$ cat src/rtl/gobou_serializer_pkg.sv
// Shared gobou serializer definitions.
// Purpose: word/lane geometry, FSM state encoding and the ReLU helper used
// both at bank capture and on the idle-cycle bypass path.
// No ports (package).
package gobou_serializer_pkg;

  localparam int DWIDTH     = 16;  // signed data word width
  localparam int GOBOU_CORE = 16;  // parallel cores = lanes per group
  localparam int CNTW       = 5;   // lane-count width, >= clog2(GOBOU_CORE)+1
  localparam int LANEW      = $clog2(GOBOU_CORE);

  typedef enum logic {
    S_IDLE = 1'b0,
    S_EMIT = 1'b1
  } state_e;

  // Signed comparison against zero; width preserving, no saturation.
  function automatic logic signed [DWIDTH-1:0] relu(
    input logic signed [DWIDTH-1:0] x,
    input logic                     en
  );
    return (en && (x < 0)) ? '0 : x;
  endfunction

endpackage

$ cat src/rtl/gobou_serializer_if.sv
// Bus between the gobou control core and the serializer.
// Purpose: bundles the load strobe, packed core results and the serial
// output stream.
// Signals: serial_we, in_data, valid_num, relu_en, clr_overrun (control core
// -> serializer); out_valid, write_result, out_last, busy, overrun
// (serializer -> control core).
//
// Handshake: there is no ready. serial_we is a single-cycle strobe; in_data,
// valid_num and relu_en are sampled on the edge where serial_we=1. A load that
// finds no free bank is dropped and reported through the sticky overrun flag.
// out_valid qualifies write_result/out_last for exactly one cycle per element;
// the consumer must take every element offered.
interface gobou_serializer_if;
  import gobou_serializer_pkg::*;

  logic                         serial_we;
  logic [GOBOU_CORE*DWIDTH-1:0] in_data;
  logic [CNTW-1:0]              valid_num;
  logic                         relu_en;
  logic                         clr_overrun;
  logic                         out_valid;
  logic signed [DWIDTH-1:0]     write_result;
  logic                         out_last;
  logic                         busy;
  logic                         overrun;

  modport master (
    output serial_we, in_data, valid_num, relu_en, clr_overrun,
    input  out_valid, write_result, out_last, busy, overrun
  );

  modport slave (
    input  serial_we, in_data, valid_num, relu_en, clr_overrun,
    output out_valid, write_result, out_last, busy, overrun
  );

endinterface

$ cat src/rtl/gobou_serial_bank.sv
// One capture bank of the serializer.
// Purpose: stores a full group of lanes (ReLU applied at capture), the number
// of lanes to emit, and an occupied flag.
// Ports: clk, xrst (async active-high); load_i/relu_en_i/num_i/data_i capture
// a group; free_i clears occupancy; rd_lane_i selects rd_data_o;
// occupied_o, num_o report bank status.
module gobou_serial_bank
  import gobou_serializer_pkg::*;
(
  input  logic                         clk,
  input  logic                         xrst,
  input  logic                         load_i,
  input  logic                         relu_en_i,
  input  logic [CNTW-1:0]              num_i,
  input  logic [GOBOU_CORE*DWIDTH-1:0] data_i,
  input  logic                         free_i,
  input  logic [LANEW-1:0]             rd_lane_i,
  output logic                         occupied_o,
  output logic [CNTW-1:0]              num_o,
  output logic signed [DWIDTH-1:0]     rd_data_o
);

  logic signed [DWIDTH-1:0] mem_q [GOBOU_CORE];
  logic                     occ_q;
  logic [CNTW-1:0]          num_q;

  // A load in the same cycle as a free wins: the bank is being recycled by
  // the group that arrives as the previous one leaves.
  always_ff @(posedge clk or posedge xrst) begin
    if (xrst) begin
      occ_q <= 1'b0;
      num_q <= '0;
      for (int i = 0; i < GOBOU_CORE; i++) mem_q[i] <= '0;
    end else if (load_i) begin
      occ_q <= 1'b1;
      num_q <= num_i;
      for (int i = 0; i < GOBOU_CORE; i++)
        mem_q[i] <= relu(data_i[i*DWIDTH +: DWIDTH], relu_en_i);
    end else if (free_i) begin
      occ_q <= 1'b0;
    end
  end

  assign occupied_o = occ_q;
  assign num_o      = num_q;
  assign rd_data_o  = mem_q[rd_lane_i];

endmodule

$ cat src/rtl/gobou_serializer.sv
// gobou serializer top.
// Purpose: captures a group of GOBOU_CORE parallel results on serial_we and
// streams the valid lanes out one per cycle, double-banked so a second group
// can wait while the first drains.
// Ports: clk, xrst (async active-high); bus (slave modport of
// gobou_serializer_if); dbg_state_o exposes the FSM state.
module gobou_serializer
  import gobou_serializer_pkg::*;
(
  input  logic                clk,
  input  logic                xrst,
  gobou_serializer_if.slave   bus,
  output state_e              dbg_state_o
);

  state_e                   state_q, state_d;
  logic                     rd_bank_q, rd_bank_d;
  logic [LANEW-1:0]         lane_q, lane_d;
  logic                     overrun_q, overrun_d;
  logic                     out_valid_q, out_valid_d;
  logic                     out_last_q, out_last_d;
  logic signed [DWIDTH-1:0] wr_q, wr_d;

  logic [1:0]               occ, load_en, free_en;
  logic [CNTW-1:0]          bank_num  [2];
  logic signed [DWIDTH-1:0] bank_data [2];
  logic [CNTW-1:0]          num_clamp, cur_num;
  logic signed [DWIDTH-1:0] cur_data;
  logic                     load_req, accept, drop, tgt, bank_last;

  gobou_serial_bank u_bank0 (
    .clk(clk), .xrst(xrst), .load_i(load_en[0]), .relu_en_i(bus.relu_en),
    .num_i(num_clamp), .data_i(bus.in_data), .free_i(free_en[0]),
    .rd_lane_i(lane_q), .occupied_o(occ[0]), .num_o(bank_num[0]),
    .rd_data_o(bank_data[0])
  );

  gobou_serial_bank u_bank1 (
    .clk(clk), .xrst(xrst), .load_i(load_en[1]), .relu_en_i(bus.relu_en),
    .num_i(num_clamp), .data_i(bus.in_data), .free_i(free_en[1]),
    .rd_lane_i(lane_q), .occupied_o(occ[1]), .num_o(bank_num[1]),
    .rd_data_o(bank_data[1])
  );

  assign num_clamp = (bus.valid_num > CNTW'(GOBOU_CORE)) ? CNTW'(GOBOU_CORE) : bus.valid_num;
  assign load_req  = bus.serial_we && (bus.valid_num != '0);
  assign cur_num   = bank_num[rd_bank_q];
  assign cur_data  = bank_data[rd_bank_q];
  assign bank_last = (state_q == S_EMIT) && (CNTW'(lane_q) == cur_num - CNTW'(1));

  always_comb begin
    state_d     = state_q;
    rd_bank_d   = rd_bank_q;
    lane_d      = lane_q;
    overrun_d   = overrun_q;
    out_valid_d = 1'b0;
    out_last_d  = 1'b0;
    wr_d        = '0;
    load_en     = '0;
    free_en     = '0;
    accept      = 1'b0;
    drop        = 1'b0;
    tgt         = rd_bank_q;

    // Bank allocation. With one bank busy it is always rd_bank, so the free
    // one is simply the bank whose occupied bit is clear (tgt = occ[0]).
    if (load_req) begin
      if (occ == 2'b00) begin
        accept = 1'b1;
        tgt    = rd_bank_q;
      end else if (occ != 2'b11) begin
        accept = 1'b1;
        tgt    = occ[0];
      end else if (bank_last) begin
        accept = 1'b1;
        tgt    = rd_bank_q;
      end else begin
        drop = 1'b1;
      end
    end

    if (drop)                 overrun_d = 1'b1;
    else if (bus.clr_overrun) overrun_d = 1'b0;

    unique case (state_q)
      S_IDLE: begin
        // Lane 0 bypasses the bank so the first element is registered on the
        // capture edge itself. A one-lane group never needs a bank at all.
        if (accept) begin
          out_valid_d = 1'b1;
          wr_d        = relu(bus.in_data[DWIDTH-1:0], bus.relu_en);
          if (num_clamp == CNTW'(1)) begin
            out_last_d = 1'b1;
          end else begin
            load_en[tgt] = 1'b1;
            lane_d       = LANEW'(1);
            state_d      = S_EMIT;
          end
        end
      end
      S_EMIT: begin
        out_valid_d = 1'b1;
        wr_d        = cur_data;
        if (accept) load_en[tgt] = 1'b1;
        if (bank_last) begin
          out_last_d         = 1'b1;
          free_en[rd_bank_q] = 1'b1;
          rd_bank_d          = !rd_bank_q;
          lane_d             = '0;
          if (!(occ[!rd_bank_q] || accept)) state_d = S_IDLE;
        end else begin
          lane_d = lane_q + LANEW'(1);
        end
      end
      default: state_d = S_IDLE;
    endcase
  end

  always_ff @(posedge clk or posedge xrst) begin
    if (xrst) begin
      state_q     <= S_IDLE;
      rd_bank_q   <= 1'b0;
      lane_q      <= '0;
      overrun_q   <= 1'b0;
      out_valid_q <= 1'b0;
      out_last_q  <= 1'b0;
      wr_q        <= '0;
    end else begin
      state_q     <= state_d;
      rd_bank_q   <= rd_bank_d;
      lane_q      <= lane_d;
      overrun_q   <= overrun_d;
      out_valid_q <= out_valid_d;
      out_last_q  <= out_last_d;
      wr_q        <= wr_d;
    end
  end

  assign bus.out_valid    = out_valid_q;
  assign bus.out_last     = out_last_q;
  assign bus.write_result = wr_q;
  assign bus.busy         = |occ;
  assign bus.overrun      = overrun_q;
  assign dbg_state_o      = state_q;

endmodule
$ cat src/flat_wrapper.sv
// flat-port wrapper written by rule: the top's interface ports become plain ports
module gobou_serializer_flat import gobou_serializer_pkg::*;
  (clk, xrst, dbg_state_o, bus_serial_we, bus_in_data, bus_valid_num, bus_relu_en, bus_clr_overrun, bus_out_valid, bus_write_result, bus_out_last, bus_busy, bus_overrun);
  gobou_serializer_if bus_i ();
  input  logic clk;
  input  logic xrst;
  output state_e dbg_state_o;
  input wire logic [$bits(bus_i.serial_we)-1:0] bus_serial_we;
  input wire logic [$bits(bus_i.in_data)-1:0] bus_in_data;
  input wire logic [$bits(bus_i.valid_num)-1:0] bus_valid_num;
  input wire logic [$bits(bus_i.relu_en)-1:0] bus_relu_en;
  input wire logic [$bits(bus_i.clr_overrun)-1:0] bus_clr_overrun;
  output wire logic [$bits(bus_i.out_valid)-1:0] bus_out_valid;
  output wire logic [$bits(bus_i.write_result)-1:0] bus_write_result;
  output wire logic [$bits(bus_i.out_last)-1:0] bus_out_last;
  output wire logic [$bits(bus_i.busy)-1:0] bus_busy;
  output wire logic [$bits(bus_i.overrun)-1:0] bus_overrun;
  assign bus_i.serial_we = bus_serial_we;
  assign bus_i.in_data = bus_in_data;
  assign bus_i.valid_num = bus_valid_num;
  assign bus_i.relu_en = bus_relu_en;
  assign bus_i.clr_overrun = bus_clr_overrun;
  assign bus_out_valid = bus_i.out_valid;
  assign bus_write_result = bus_i.write_result;
  assign bus_out_last = bus_i.out_last;
  assign bus_busy = bus_i.busy;
  assign bus_overrun = bus_i.overrun;
  gobou_serializer u_core (.clk(clk), .xrst(xrst), .bus(bus_i), .dbg_state_o(dbg_state_o));
endmodule
$ cat config.mk
export PLATFORM = sky130hd
export DESIGN_NAME = gobou_serializer_flat
export DESIGN_NICKNAME = d
export VERILOG_FILES = /design/src/rtl/gobou_serializer_pkg.sv /design/src/rtl/gobou_serializer_if.sv /design/src/rtl/gobou_serial_bank.sv /design/src/rtl/gobou_serializer.sv /design/src/flat_wrapper.sv
export SDC_FILE = /design/constraint.sdc
export NUM_CORES = 1
export LEC_CHECK = 0
export ABC_AREA = 1
export BUFFER_PORTS_ARGS = -buffer_cell sky130_fd_sc_hd__buf_4
export CORE_ASPECT_RATIO = 1.4
export CORE_MARGIN = 3
export CORE_UTILIZATION = 45
export DETAILED_ROUTE_END_ITERATION = 6
export GPL_TIMING_DRIVEN = 0
export HOLD_SLACK_MARGIN = 0.06
export SYNTH_ARGS = -nofsm -noshare
export SYNTH_HDL_FRONTEND = slang
export SYNTH_SLANG_ARGS = --single-unit
export TNS_END_PERCENT = 100
$ cat constraint.sdc
create_clock -name clk -period 21.1 [get_ports clk]
set_input_delay 4.22 -clock clk [delete_from_list [all_inputs] [get_ports clk]]
set_output_delay 4.22 -clock clk [all_outputs]
set_load 0.005 [all_outputs]
* After elaboration in Yosys (flattened, before gate mapping) *
Index checks and enable logic that the tools add are counted.

storage, ports and cells
  register bits = 549
  input bits = 266
  output and inout bits = 21
  word-level logic and storage cells = 181

cells by class
  add/subtract/negate cells = 2
  magnitude comparators = 24
  equality and inequality tests = 5
  multiplexer cells = 74
  bitwise operators = 3
  reduce and logical (&&, ||, !) cells = 30

operators by type and width
  kind                                                          count
  2-to-1 mux 16 bit                                             24
  less-than comparator 16 x 1 -> 1 bit (second input constant)  16
  binary-select mux 16 bit (select 4 bit)                       2
  one-hot mux 16 bit (2 select lines)                           1
  2-to-1 mux 1 bit                                              28
  logical AND 1 bit                                             20
  2-to-1 mux 5 bit                                              4
  2-to-1 mux 4 bit                                              3
  2-to-1 mux 2 bit                                              5
  one-hot mux 4 bit (2 select lines)                            1
  less-than comparator 1 x 2 -> 1 bit (second input constant)   3
  one-hot mux 1 bit (2 select lines)                            3
  nonzero test 2 bit                                            3
  equality test 4 x 5 -> 1 bit                                  1
  equality test 5 x 1 -> 1 bit (second input constant)          1
  greater-or-equal comparator 5 bit (second input constant)     1
  greater-than comparator 5 bit (second input constant)         1
  NOT 4 -> 5 bit                                                1
  nonzero test 5 bit                                            1
  subtractor 5 x 1 -> 5 bit (second input constant)             1
  adder 4 x 1 -> 4 bit (second input constant)                  1
  != test 2 bit (second input constant)                         2
  one-hot mux 2 bit (2 select lines)                            1
  AND reduction 2 bit                                           2
  10 further kinds                                              12

* Depth between registers and ports, before layout *
  word-level depth = 15
  depth in mapped cells = 20
  depth with buffers taken out = 16

* By module *
From an unflattened synthesis, not the netlist that was laid out.

second synthesis, totals
  cells, all modules = 3619
  area total of the unflattened synthesis = 27928.0 sq um

by module, submodules not included
  module             instances  cells an instance  area an instance (sq um)  sequential area each (sq um)
  gobou_serial_bank  2          1693               13143.9                   6556.3
  gobou_serializer   1          233                1640.3                    625.6

* Worst setup path after synthesis *
No wires, ideal clock.

  kind = input port to flip-flop
  start point = input bus_valid_num[3]
  end point = register u_core.u_bank1.mem_q[10] (netlist name)
  setup time = 0.119 ns
  arrival = 5.663 ns
  data required time = 20.981 ns
  slack = 15.318 ns
  stages = 12
  buffers on the path = 4
  cells stage by stage = nor3_2 -> nand3b_1 -> nand2_2 -> inv_2 -> o21ai_1 -> buf_2 -> nand4_1 -> buf_4 -> buf_6 -> buf_4 -> nand2_1 -> nand2_1

between the ends
  longest elaborated chain between the ends = 10
  elaborated cells on any way between the ends = 16
  those cells by class = order compare (3); eq/ne (1); mux (9); reduce/logical (3)

ends and longest elaborated chain
  what                                                                                                                   RTL line                                         source
  start: declaration                                                                                                     flat_wrapper.sv:10                               input wire logic [$bits(bus_i.valid_num)-1:0] bus_valid_num;
  nonzero test 5 bit                                                                                                     gobou_serializer.sv:46                           assign load_req = bus.serial_we && (bus.valid_num != '0);
  logical AND 1 bit                                                                                                      gobou_serializer.sv:46
  2-to-1 mux 1 bit                                                                                                       gobou_serializer.sv:67                           if (load_req) begin
  less-than comparator 1 x 2 -> 1 bit (implied by the code) / greater-or-equal comparator 1 bit (equally long branches)  gobou_serializer.sv:95, gobou_serializer.sv:104
  logical AND 1 bit (implied by the code)                                                                                gobou_serializer.sv:95, gobou_serializer.sv:104
  2-to-1 mux 1 bit (implied by the code)                                                                                 gobou_serializer.sv:95, gobou_serializer.sv:104
  demux 1 bit (select 1 bit)                                                                                             -
  2-to-1 mux 2 bit                                                                                                       gobou_serializer.sv:92                           if (num_clamp == CNTW'(1)) begin
  2-to-1 mux 2 bit                                                                                                       gobou_serializer.sv:89                           if (accept) begin
  one-hot mux 2 bit (2 select lines) (*)                                                                                 gobou_serializer.sv:85                           unique case (state_q)
  end signal: indexed assignment                                                                                         gobou_serial_bank.sv:38                          mem_q[i] <= relu(data_i[i*DWIDTH +: DWIDTH], relu_en_i);
  end: declaration                                                                                                       gobou_serial_bank.sv:23                          logic signed [DWIDTH-1:0] mem_q [GOBOU_CORE];

Every way passes the cells marked *; elsewhere a longest branch is shown, timed or not.
A chain may end at the register's enable or synchronous reset.

* Final worst setup path *
  start point = input bus_valid_num[3]
  end point = register u_core.u_bank1.mem_q[107] (netlist name)

The elaborated chain is that of the path after synthesis.

==> impl_metrics.yaml <==
run_status:
  status: "finished, violations left"
  failed_checks: "DRC"
synthesis:
  synthArstFlopShare_pct: 100
  synth_edf_count: 0
  seq_area_frac_synth_pct: 46.2
  ys_ff_latch: 549
  postSynthAreaPerCell_um2: 7.55
  ys.flop_type: "dfrtp_1"
  synth.top_cell.area_share_pct: 46.2
  synthesis.nets: 4205
  synth_common_cells: "nand2_1 (1134), dfrtp_1 (549), nand4_1 (526)"
  post-synth-top-count-cell: "nand2_1"
  synth_top_cell_by_area: "dfrtp_1"
  yosysWarnings: 0
  synth_area_leaders: "dfrtp_1 (46%), nand2_1 (14%), nand4_1 (11%)"
  synthDistinctLibCells: 31
  syn_inst: 3937
  netlist_area_um2: 29700
global_route:
  grt_usage_pct: 41.5
  grt_pass1_wl_mm: 207
  overflow: 0
  grt_antenna_before_repair: 4
  grt_pass1_vias: 29800
  grt_max_degree: 120
worst_setup_path:
  cp-end-kind: "register"
  crit_arrival_ns: 7.20
  critPathLaunch: "bus_valid_num[3]"
  path_depth: 11
  critPathLaunchType: "input port"
  crit_family: "buffers and inverters"
  path_class: "input port to register"
  crit_required_ns: 21.67
  r2r_start: "u_core.lane_q[0]"
  path_cells: "buf_4 -> nor3_2 -> nand3b_1 -> nand2_2 -> inv_2 -> o21ai_1 -> buf_2 -> clkbuf_1 -> buf_2 -> nand4_1 -> nand2_1"
  slowest_stage: "clkbuf_1"
  critPathMostFrequentCell: "buf_2"
  cp_num_buf_inv: 5
  ff2ff_path_depth: 10
  slowest_delay_ns: 0.96
  critical_path_peak_fanout: 10
die:
  die_y_um: 310
  fp.dieW_um: 223
  rows: 110
  start_util_pct: 45.9
  io_pins: 287
  core_um2: 64800
  die_area_um2: 69200
timing:
  fin_skew_ns: 0.0237
  final.min_clock_period_ns: 6.63
  rsz0062_at_grt: "no"
  fin_crit_sh_pct: 31.4
  fmax_mhz: 151
  hold_violations: 0
  maxSlewHeadroom_pct: 2.06
  setup_viol: 0
  drv_slew: 0
  worstMarginPinSlew_ns: 1.47
clocking:
  cts_made_buffers: 57
  htreeDepth: 2
  hold_buffers: 0
  path_clk_slew_ns: 0.06
  ctsResizeCount: 0
  cts_buffer_depth: 3
  cts.sinks: 549
  cts_root_buf: "clkbuf_16"
  postCtsSetupBuffers: 0
  insertion_delay_ns: 0.65
  tritoncts: "built"
routing:
  ant_nets: 0
  avgViaCountPerCell: 6.05
  wirelength_mm: 148
  dr.first_iter.drc_count: 4440
  firstDrtPassIters: 7
  num_vias: 31300
  avgRoutedWirePerCell_um: 28.6
  drc: 12
power_and_ir_drop:
  swShare_pct: 50.4
  seqPwrFrac_pct: 32.8
  p_sw_uw: 2970
  clkPwrFrac_pct: 18.2
  combPwrFrac_pct: 49.0
  powerDensity_nw_per_um2: 168
  power.internal_uw: 2920
  vdd_drop_max_mv: 0.101
  p_total_uw: 5890
  p_leak_uw: 0.0183
hold_path:
  min_path_type: "register to register"
  min-delay-start: "u_core.u_bank1.mem_q[162]"
  hold_depth: 2
layout:
  area_growth_pct: 17.7
  num-fill-cells: 6426
  fin_nets: 4554
  drive_above_1_share_pct: 12.2
  finish.instance_area_um2: 35000
placement:
  post-dp-hpwl_mm: 114
  port-buffer-count: 286
  placed_area_um2: 33000
  gp_congestion: 1.06
job:
  maxCapViolations: 0
logic make-up after synthesis:
| logic type | Yosys count | share of synthesized area [%] |
|---|---|---|
| fa+ha+maj | 2 | 0.0842 |
| simple gates | 2300 | 34.1 |
| flops | 549 | 46.2 |
| compound gates | 419 | 8.62 |
| xor+xnor | 2 | 0.0589 |
| buf+inv | 665 | 10.9 |
worst reg2reg max path, cell delays in order, from the launching register on:
cell and delay (ns):
dfrtp_1 0.38, buf_2 0.19, inv_2 0.12, clkbuf_1 0.44
clkbuf_1 0.68, o21ai_0 0.21, o221ai_1 0.88, nand3_1 0.30
nand3_1 0.15, nand3_1 0.12, nand2_1 0.16
power groups by stage:
| stage | logic, uW | clock network [uW] | registers [uW] |
|---|---|---|---|
| after floorplan | 1650 | 0 | 1670 |
| after global routing | 3020 | 1110 | 1940 |
| after CTS | 2760 | 1070 | 1900 |
| after detailed placement | 2750 | 0 | 1910 |
| after global placement | 2720 | 0 | 1920 |
| final | 2890 | 1070 | 1930 |
worst paths after layout:
path | end | slack (ns)
max | u_core.u_bank1.mem_q[107] | 14.47
min | u_core.u_bank1.mem_q[162] | 0.48
max reg2reg | u_core.bus.write_result[4] | 17.39
min reg2reg | u_core.u_bank1.mem_q[162] | 0.48
max in group asynchronous | u_core.u_bank0.mem_q[69] | 15.69
min in group asynchronous | u_core.u_bank0.mem_q[225] | 3.68
registers in the layout, indices dropped and copies added (netlist names), 4 cells and up:
signal / count
u_core.bus.write_result: 16
u_core.lane_q: 4
u_core.u_bank0.mem_q: 256
u_core.u_bank0.num_o: 5
u_core.u_bank1.mem_q: 256
u_core.u_bank1.num_o: 5
routing by layer:
metal | wire length [um] | vias up | share of wire [%] | track usage, %
met5 | 18 | - | 0.012 | 0
met4 | 16700 | 2 | 11 | 37.1
met3 | 12900 | 581 | 8.7 | 7.09
met2 | 65600 | 1965 | 44 | 65.0
met1 | 52900 | 14900 | 36 | 49.2
li1 | - | 13900 | - | -
final cells by class:
cell class                      count  area (um2)  area share [%]
Sequential cell                   549       13700            39.3
Multi-Input combinational cell   2723       12700            36.4
Timing Repair Buffer              290        2260            6.45
Buffer                            364        2120            6.06
Clock buffer                       88        1740            4.96
Inverter                          301        1140            3.26
Tap cell                          840        1050            3.01
Clock inverter                     16         191           0.547
Antenna cell                        2        5.00          0.0143
layout by cell type (no fill, tap or decap), types with 9 or more instances in the layout:
cell type	instances
nand3_1	105
clkinv_2	9
o21ai_0	272
clkbuf_8	15
nand4_1	526
nor2_1	524
clkbuf_16	59
buf_4	291
clkbuf_1	237
buf_2	34
dfrtp_1	549
buf_6	92
buf_1	10
o221ai_1	111
nand2_1	1134
inv_1	292
o22ai_1	16
stage by stage:
step	TNS [ns]	std cells	util, %	hold WS (ns)	setup slack (ns)
2_1_floorplan	0	3937	-	0.442	1.53
3_3_place_gp	-2812.80	5063	50.8	0.458	-5.20
3_5_place_dp	0	5067	51.0	0.461	13.93
4_1_cts	0	5171	53.9	0.478	14.58
5_1_grt	0	5171	53.9	0.490	14.44
6_report	0	5173	53.9	0.476	14.47
(Power assumes the default switching activity.)
